===== src/rtl/seg7_pkg.sv =====
// Seven-segment glyph types and encoder shared by the event counter (combinational only).
// No latency, no flow control.
package seg7_pkg;

  // Segment vector ordered {g,f,e,d,c,b,a}; a 0 lights the segment.
  typedef logic [6:0] seg7_t;

  localparam seg7_t      SEG7_BLANK    = 7'h7F;
  localparam logic [3:0] BCD_MAX_DIGIT = 4'd9;

  function automatic seg7_t seg7_encode(input logic [3:0] nibble);
    seg7_t seg;
    case (nibble)
      4'h0:    seg = 7'h40;
      4'h1:    seg = 7'h79;
      4'h2:    seg = 7'h24;
      4'h3:    seg = 7'h30;
      4'h4:    seg = 7'h19;
      4'h5:    seg = 7'h12;
      4'h6:    seg = 7'h02;
      4'h7:    seg = 7'h78;
      4'h8:    seg = 7'h00;
      4'h9:    seg = 7'h10;
      4'hA:    seg = 7'h08;
      4'hB:    seg = 7'h03;
      4'hC:    seg = 7'h46;
      4'hD:    seg = 7'h21;
      4'hE:    seg = 7'h06;
      default: seg = 7'h0E;
    endcase
    return seg;
  endfunction

endpackage


===== src/rtl/button_debounce.sv =====
// Synchronises and debounces one raw button; press pulse lands DEBOUNCE_CYCLES+3 cycles after the raw edge.
// No backpressure: the pulse is one cycle wide and is consumed unconditionally.
module button_debounce #(
  parameter int DEBOUNCE_CYCLES = 1000000
) (
  input  logic CLK100MHZ,
  input  logic CPU_RESETN,
  input  logic btn_raw,
  output logic btn_level,
  output logic btn_press
);

  localparam int            CW       = $clog2(DEBOUNCE_CYCLES);
  localparam logic [CW-1:0] CNT_LAST = CW'(DEBOUNCE_CYCLES - 1);

  logic          sync1;
  logic          sync2;
  logic          level_d;
  logic [CW-1:0] cnt;

  always_ff @(posedge CLK100MHZ or negedge CPU_RESETN) begin
    if (!CPU_RESETN) begin
      sync1     <= 1'b0;
      sync2     <= 1'b0;
      cnt       <= '0;
      btn_level <= 1'b0;
      level_d   <= 1'b0;
      btn_press <= 1'b0;
    end else begin
      sync1 <= btn_raw;
      sync2 <= sync1;
      // Any cycle where the input agrees with the stable level restarts the window.
      if (sync2 == btn_level) begin
        cnt <= '0;
      end else if (cnt == CNT_LAST) begin
        btn_level <= sync2;
        cnt       <= '0;
      end else begin
        cnt <= cnt + 1'b1;
      end
      level_d   <= btn_level;
      btn_press <= btn_level & ~level_d;
    end
  end

endmodule


===== src/rtl/seg7_event_counter.sv =====
// Debounced up/down BCD/hex counter on a scanned active-low 7-seg display; COUNT updates the cycle after a press pulse.
// No backpressure. Optional LEADING_ZERO_BLANK_EN blanks digits above the most significant non-zero digit.
module seg7_event_counter
  import seg7_pkg::*;
#(
  parameter int DIGITS          = 8,
  parameter bit BCD_MODE        = 1'b1,
  parameter int DEBOUNCE_CYCLES = 1000000,
  parameter int REFRESH_CYCLES  = 100000
) (
  input  logic                CLK100MHZ,
  input  logic                CPU_RESETN,
  input  logic                BTNC,
  input  logic                BTNL,
  input  logic                BTNR,
  output logic [DIGITS-1:0]   AN,
  output logic                CA,
  output logic                CB,
  output logic                CC,
  output logic                CD,
  output logic                CE,
  output logic                CF,
  output logic                CG,
  output logic                DP,
  output logic [4*DIGITS-1:0] COUNT
);

  localparam int               CNT_W     = 4 * DIGITS;
  localparam int               IDX_W     = (DIGITS > 1) ? $clog2(DIGITS) : 1;
  localparam int               REF_W     = $clog2(REFRESH_CYCLES);
  localparam logic [IDX_W-1:0] IDX_LAST  = IDX_W'(DIGITS - 1);
  localparam logic [REF_W-1:0] REF_LAST  = REF_W'(REFRESH_CYCLES - 1);
  localparam logic [3:0]       DIGIT_MAX = BCD_MODE ? BCD_MAX_DIGIT : 4'hF;

  logic inc_press, dec_press, clr_press;
  logic unused_level_inc, unused_level_dec, unused_level_clr;

  button_debounce #(.DEBOUNCE_CYCLES(DEBOUNCE_CYCLES)) u_db_inc (
    .CLK100MHZ(CLK100MHZ), .CPU_RESETN(CPU_RESETN), .btn_raw(BTNC),
    .btn_level(unused_level_inc), .btn_press(inc_press)
  );
  button_debounce #(.DEBOUNCE_CYCLES(DEBOUNCE_CYCLES)) u_db_dec (
    .CLK100MHZ(CLK100MHZ), .CPU_RESETN(CPU_RESETN), .btn_raw(BTNL),
    .btn_level(unused_level_dec), .btn_press(dec_press)
  );
  button_debounce #(.DEBOUNCE_CYCLES(DEBOUNCE_CYCLES)) u_db_clr (
    .CLK100MHZ(CLK100MHZ), .CPU_RESETN(CPU_RESETN), .btn_raw(BTNR),
    .btn_level(unused_level_clr), .btn_press(clr_press)
  );

  logic [CNT_W-1:0] count, cnt_inc, cnt_dec;
  logic             carry, borrow;
  logic [3:0]       dig;

  // Digit-wise ripple; a digit at its limit wraps and passes the carry/borrow on.
  always_comb begin
    cnt_inc = count;
    cnt_dec = count;
    carry   = 1'b1;
    borrow  = 1'b1;
    dig     = 4'd0;
    for (int i = 0; i < DIGITS; i++) begin
      dig = count[4*i +: 4];
      if (carry) begin
        if (dig == DIGIT_MAX) begin
          cnt_inc[4*i +: 4] = 4'd0;
        end else begin
          cnt_inc[4*i +: 4] = dig + 4'd1;
          carry             = 1'b0;
        end
      end
      if (borrow) begin
        if (dig == 4'd0) begin
          cnt_dec[4*i +: 4] = DIGIT_MAX;
        end else begin
          cnt_dec[4*i +: 4] = dig - 4'd1;
          borrow            = 1'b0;
        end
      end
    end
  end

  always_ff @(posedge CLK100MHZ or negedge CPU_RESETN) begin
    if (!CPU_RESETN) begin
      count <= '0;
    end else if (clr_press) begin
      count <= '0;
    end else if (inc_press && !dec_press) begin
      count <= cnt_inc;
    end else if (dec_press && !inc_press) begin
      count <= cnt_dec;
    end
  end

  logic [DIGITS-1:0] lead_zero;
  logic              above;

`ifdef LEADING_ZERO_BLANK_EN
  always_comb begin
    lead_zero = '0;
    above     = 1'b1;
    for (int i = DIGITS - 1; i >= 1; i--) begin
      above        = above & (count[4*i +: 4] == 4'd0);
      lead_zero[i] = above;
    end
  end
`else
  assign lead_zero = '0;
  assign above     = 1'b0;
`endif

  logic [IDX_W-1:0] scan_idx;
  logic [REF_W-1:0] ref_cnt;
  logic [3:0]       cur_nib;
  logic             cur_blank;

  always_comb begin
    cur_nib   = 4'd0;
    cur_blank = 1'b0;
    for (int i = 0; i < DIGITS; i++) begin
      if (IDX_W'(i) == scan_idx) begin
        cur_nib   = count[4*i +: 4];
        cur_blank = lead_zero[i];
      end
    end
  end

  logic [DIGITS-1:0] an_q;
  seg7_t             seg_q;

  // AN and segments are registered from the same scan index, so they switch together.
  always_ff @(posedge CLK100MHZ or negedge CPU_RESETN) begin
    if (!CPU_RESETN) begin
      ref_cnt  <= '0;
      scan_idx <= '0;
      an_q     <= '1;
      seg_q    <= SEG7_BLANK;
    end else begin
      if (ref_cnt == REF_LAST) begin
        ref_cnt  <= '0;
        scan_idx <= (scan_idx == IDX_LAST) ? '0 : scan_idx + 1'b1;
      end else begin
        ref_cnt <= ref_cnt + 1'b1;
      end
      an_q  <= ~(DIGITS'(1) << scan_idx);
      seg_q <= cur_blank ? SEG7_BLANK : seg7_encode(cur_nib);
    end
  end

  assign AN                           = an_q;
  assign {CG, CF, CE, CD, CC, CB, CA} = seg_q;
  assign DP                           = 1'b1;
  assign COUNT                        = count;

endmodule


===== config.mk =====
export PLATFORM = sky130hd
export DESIGN_NAME = seg7_event_counter
export DESIGN_NICKNAME = d
export VERILOG_FILES = /design/src/rtl/seg7_pkg.sv /design/src/rtl/button_debounce.sv /design/src/rtl/seg7_event_counter.sv
export SDC_FILE = /design/constraint.sdc
export NUM_CORES = 1
export LEC_CHECK = 0
export CAP_MARGIN = 10
export CORE_ASPECT_RATIO = 1.75
export CORE_MARGIN = 4
export CORE_UTILIZATION = 30
export CTS_BUF_LIST = sky130_fd_sc_hd__clkbuf_4
export DETAILED_ROUTE_END_ITERATION = 16
export SETUP_SLACK_MARGIN = 0.15
export SLEW_MARGIN = 20
export SYNTH_ARGS = -nofsm -noshare
export SYNTH_HDL_FRONTEND = slang
export SYNTH_SLANG_ARGS = --single-unit

===== constraint.sdc =====
create_clock -name CLK100MHZ -period 3.6 [get_ports CLK100MHZ]
set_input_delay 0.54 -clock CLK100MHZ [delete_from_list [all_inputs] [get_ports CLK100MHZ]]
set_output_delay 0.54 -clock CLK100MHZ [all_outputs]
set_load 0.005 [all_outputs]

==> flow_metrics.py <==
metrics = {
    "floorplanning": {
        "io_pins": 53,
        "start_util_pct": 30.48,
        "core.rowCount": 79,
        "die_h_um": 225.8,
        "die_w_um": 132.5,
        "dieArea_mm2": 0.02992,
        "coreArea_mm2": 0.02669,
    },
    "finish": {
        "area_growth_syn_to_layout_pct": 13.21,
        "drive_above_1_share_pct": 8.529,
        "nets": 956,
        "mostFrequentLayoutCell": "nor2_1",
        "final_cells": 1263,
        "mostFrequentLayoutCells": "nor2_1, dfrtp_1, nand2_1, clkdlybuf4s50_1, nand3_1",
    },
    "yosys": {
        "synth-simple-area-share_pct": 23.55,
        "synth_area_mm2": 0.008135,
        "synthAdderAreaFrac_pct": 3.999,
        "synth_mux_area_share_pct": 1.784,
        "yosysSeqAreaShare_pct": 43.91,
        "synthArstFlopShare_pct": 100.0,
        "synth_xor_area_share_pct": 8.936,
        "yosysWarnings": 0,
        "ys_ff_latch": 142,
        "synth-main-ff-cell": "dfrtp_1",
        "syn-mean-instance-area_um2": 9.039,
        "synth_nets": 931,
        "synth_cell_types": 84,
        "synth_edf_count": 0,
        "synthCells": 900,
        "synth-compound-area-share_pct": 12.64,
        "synth_top_family_by_area": "simple AND/OR/NAND/NOR gates",
    },
    "critical_path": {
        "end_kind": "register",
        "cp.arrival_ns": 3.27,
        "max_stage_delay_ns": 0.43,
        "crit_type": "reg -> reg",
        "critPathMaxFanout": 12,
        "startpoint_type": "register",
        "slowest_stage": "dfrtp_1",
        "crit_required_ns": 4.12,
        "cp_cell_sequence": "inv_1 > ha_1 > nand2_1 > a221oi_1 > o32ai_1 > a221oi_1 > buf_4 > inv_1 > ha_1 > a221o_1",
    },
    "grt": {
        "track_usage_pct": 13.20,
        "antenna_found_initial": 1,
        "grt_pass1_wl_mm": 32.06,
        "grt_max_degree": 101,
        "grt_overflow_total": 0,
        "grt_pass1_vias": 6497,
    },
    "sta": {
        "rsz0062_at_grt": "false",
        "fin_setup_tns_ns": 0,
        "worst_pin_slew_ns": 0.9261,
        "period_share_pct": 76.27,
        "slew_headroom_pct": 38.26,
        "hold_viol_final": 0,
        "fin_worst_skew_ns": 0.02056,
        "setup_slack_ns": 0.8545,
        "slew_viol_final": 0,
        "setup_violations": 0,
        "period_needed_ns": 2.746,
        "max_freq_ghz": 0.3642,
    },
    "cts": {
        "clockRootBuffer": "clkbuf_4",
        "clk_latency_ns": 0.59,
        "numCtsBuffers": 17,
        "holdBufCountCts": 0,
        "cts.sinks": 142,
        "ctsHtreeMaxLevel": 4,
        "clk_pin_slew_worst_paths_ns": 0.14,
        "post_cts_buffers": 0,
        "clockBufferDepth": 2,
        "postCtsResizedCells": 0,
        "cts_tree": "built",
    },
    "power_and_ir_drop": {
        "netSwitchingFraction_pct": 23.36,
        "p_sw_mw": 0.6834,
        "cellPowerDensity_mw_per_mm2": 317.6,
        "p_clk_share_pct": 42.4,
        "p_int_mw": 2.241,
        "peakVddDrop_uv": 184.6,
        "leakagePower_nw": 3.708,
        "comb_power_share_pct": 2.3,
        "p_seq_share_pct": 55.3,
    },
    "job": {
        "drv_cap": 0,
    },
    "placed_design": {
        "place_congestion": 0.8560,
        "portBuffers": 51,
        "dpl.hpwl_mm": 13.63,
        "dp_cells": 1230,
        "dpl_worst_slack_ns": 0.8921,
    },
    "drt": {
        "ant_nets": 0,
        "vias": 6487,
        "drc": 0,
        "wl_per_cell_um": 15.09,
        "vias_per_cell": 5.136,
        "dr.pass1.iters": 5,
        "drtIter0Drc": 374,
        "routed_wl_mm": 19.06,
    },
    "outcome": {
        "status": "completed",
    },
    "worst_hold_path": {
        "hold_class": "in -> async",
    },
}
logic make-up (layout without fill, tap and decap cells):
kind of cell	count (synthesis)	count (layout)
AND/OR/NAND/NOR	383	383
flip-flops	142	142
XOR/XNOR	83	83
adder cells (fa/ha/maj)	26	26
buffers and inverters	96	134
multiplexers	14	14
other	1	2
AO/OA/AOI/OAI	155	155
layer usage:
| layer | track usage [%] | part of all wire [%] | vias to the layer above |
|---|---|---|---|
| met2 | 25.26 | 55 | 101 |
| met1 | 13.47 | 39 | 3181 |
| li1 | - | - | 3180 |
| met4 | 5.805 | 3.1 | 0 |
| met3 | 3.188 | 3.2 | 25 |
| met5 | 0 | 0 | - |
worst paths after layout:
kind                                               start                       end  slack, ns  cells after the start
worst max-delay path             scan_idx[0]$_DFFE_PN0N_        seg_q[0]$_DFF_PN1_       0.85                     10
worst min-delay path                          CPU_RESETN     COUNT[29]$_DFFE_PN0P_      0.006                      1
worst max register to register   scan_idx[0]$_DFFE_PN0N_        seg_q[0]$_DFF_PN1_       0.85                     10
worst min register to register  u_db_dec.sync1$_DFF_PN0_  u_db_dec.sync2$_DFF_PN0_       0.37                      0
max in group asynchronous                     CPU_RESETN     COUNT[13]$_DFFE_PN0P_       2.69                      2
min in group CLK100MHZ          u_db_dec.sync1$_DFF_PN0_  u_db_dec.sync2$_DFF_PN0_       0.37                      0
layout make-up:
| class | count | area [µm²] |
|---|---|---|
| fill | 2759 | 17480 |
| timing repair buffer | 60 | 579.3 |
| clock inverter | 15 | 217.7 |
| inverter | 42 | 157.7 |
| tap | 324 | 405.4 |
| clock buffer | 17 | 127.6 |
| sequential | 142 | 3572 |
| multi-input combinational | 662 | 4148 |
| antenna | 1 | 2.502 |
through the flow:
step	power [mW]	area [µm²]	hold slack (ns)	utilization, %
finish	2.925	9210	0.005854	34.51
CTS	2.993	9208	0.01267	34.50
global placement	1.717	8862	0.3346	33.21
detailed placement	1.718	8862	0.3464	33.21
floorplan	1.671	8135	0.2444	-
global route	3.061	9210	0.04171	34.51
registers in the layout, summed over array words and instances (netlist names), 3 cells and up:
| register | flops |
|---|---|
| u_db_clr.cnt | 20 |
| seg_q | 7 |
| COUNT | 32 |
| scan_idx | 3 |
| u_db_inc.cnt | 20 |
| AN | 8 |
| u_db_dec.cnt | 20 |
| ref_cnt | 17 |
critical path, delay by kind of cell, from the launching register on:
kind,cells,cell delay (ns)
buf+inv,3,0.39
compound gates,4,1.04
fa+ha+maj,2,0.66
simple gates,1,0.18
flops,1,0.43
power groups by stage:
| stage | Clock, mW | Sequential (mW) | Combinational, mW |
|---|---|---|---|
| after floorplan | 0 | 1.65 | 0.0253 |
| after global placement | 0 | 1.65 | 0.0697 |
| after detailed placement | 0 | 1.65 | 0.0699 |
| after CTS | 1.30 | 1.62 | 0.0707 |
| after global routing | 1.36 | 1.62 | 0.0798 |
| final | 1.24 | 1.62 | 0.0662 |
cell usage after synthesis, types with 3 or more instances:
library cell / count / area, µm²
a211oi_1: 7 / 52.55
a21oi_1: 39 / 195.2
a221oi_1: 5 / 43.79
a22o_1: 3 / 26.28
a311oi_1: 5 / 43.79
a31oi_1: 8 / 50.05
a32oi_1: 4 / 35.03
and2_1: 5 / 31.28
and3_1: 11 / 68.82
and4_1: 7 / 61.31
buf_1: 3 / 11.26
buf_2: 6 / 30.03
buf_4: 5 / 37.54
clkbuf_1: 36 / 135.1
dfrtp_1: 127 / 3178
dfstp_2: 15 / 394.1
ha_1: 26 / 325.3
inv_1: 42 / 157.7
mux2_2: 4 / 45.04
mux2i_1: 10 / 100.1
nand2_1: 76 / 285.3
nand2b_1: 10 / 62.56
nand3_1: 47 / 235.2
nand3b_1: 3 / 22.52
nand4_1: 16 / 100.1
nor2_1: 128 / 480.5
nor2b_1: 10 / 62.56
nor3_1: 17 / 85.08
nor4_1: 10 / 62.56
nor4b_1: 6 / 52.55
o21ai_0: 32 / 160.2
o21ai_1: 6 / 30.03
o21bai_1: 3 / 22.52
o22ai_1: 5 / 31.28
o41ai_1: 4 / 35.03
or2_2: 4 / 25.02
or3_1: 10 / 62.56
xnor2_1: 40 / 350.3
xor2_1: 43 / 376.6
(Power assumes the default switching activity.)
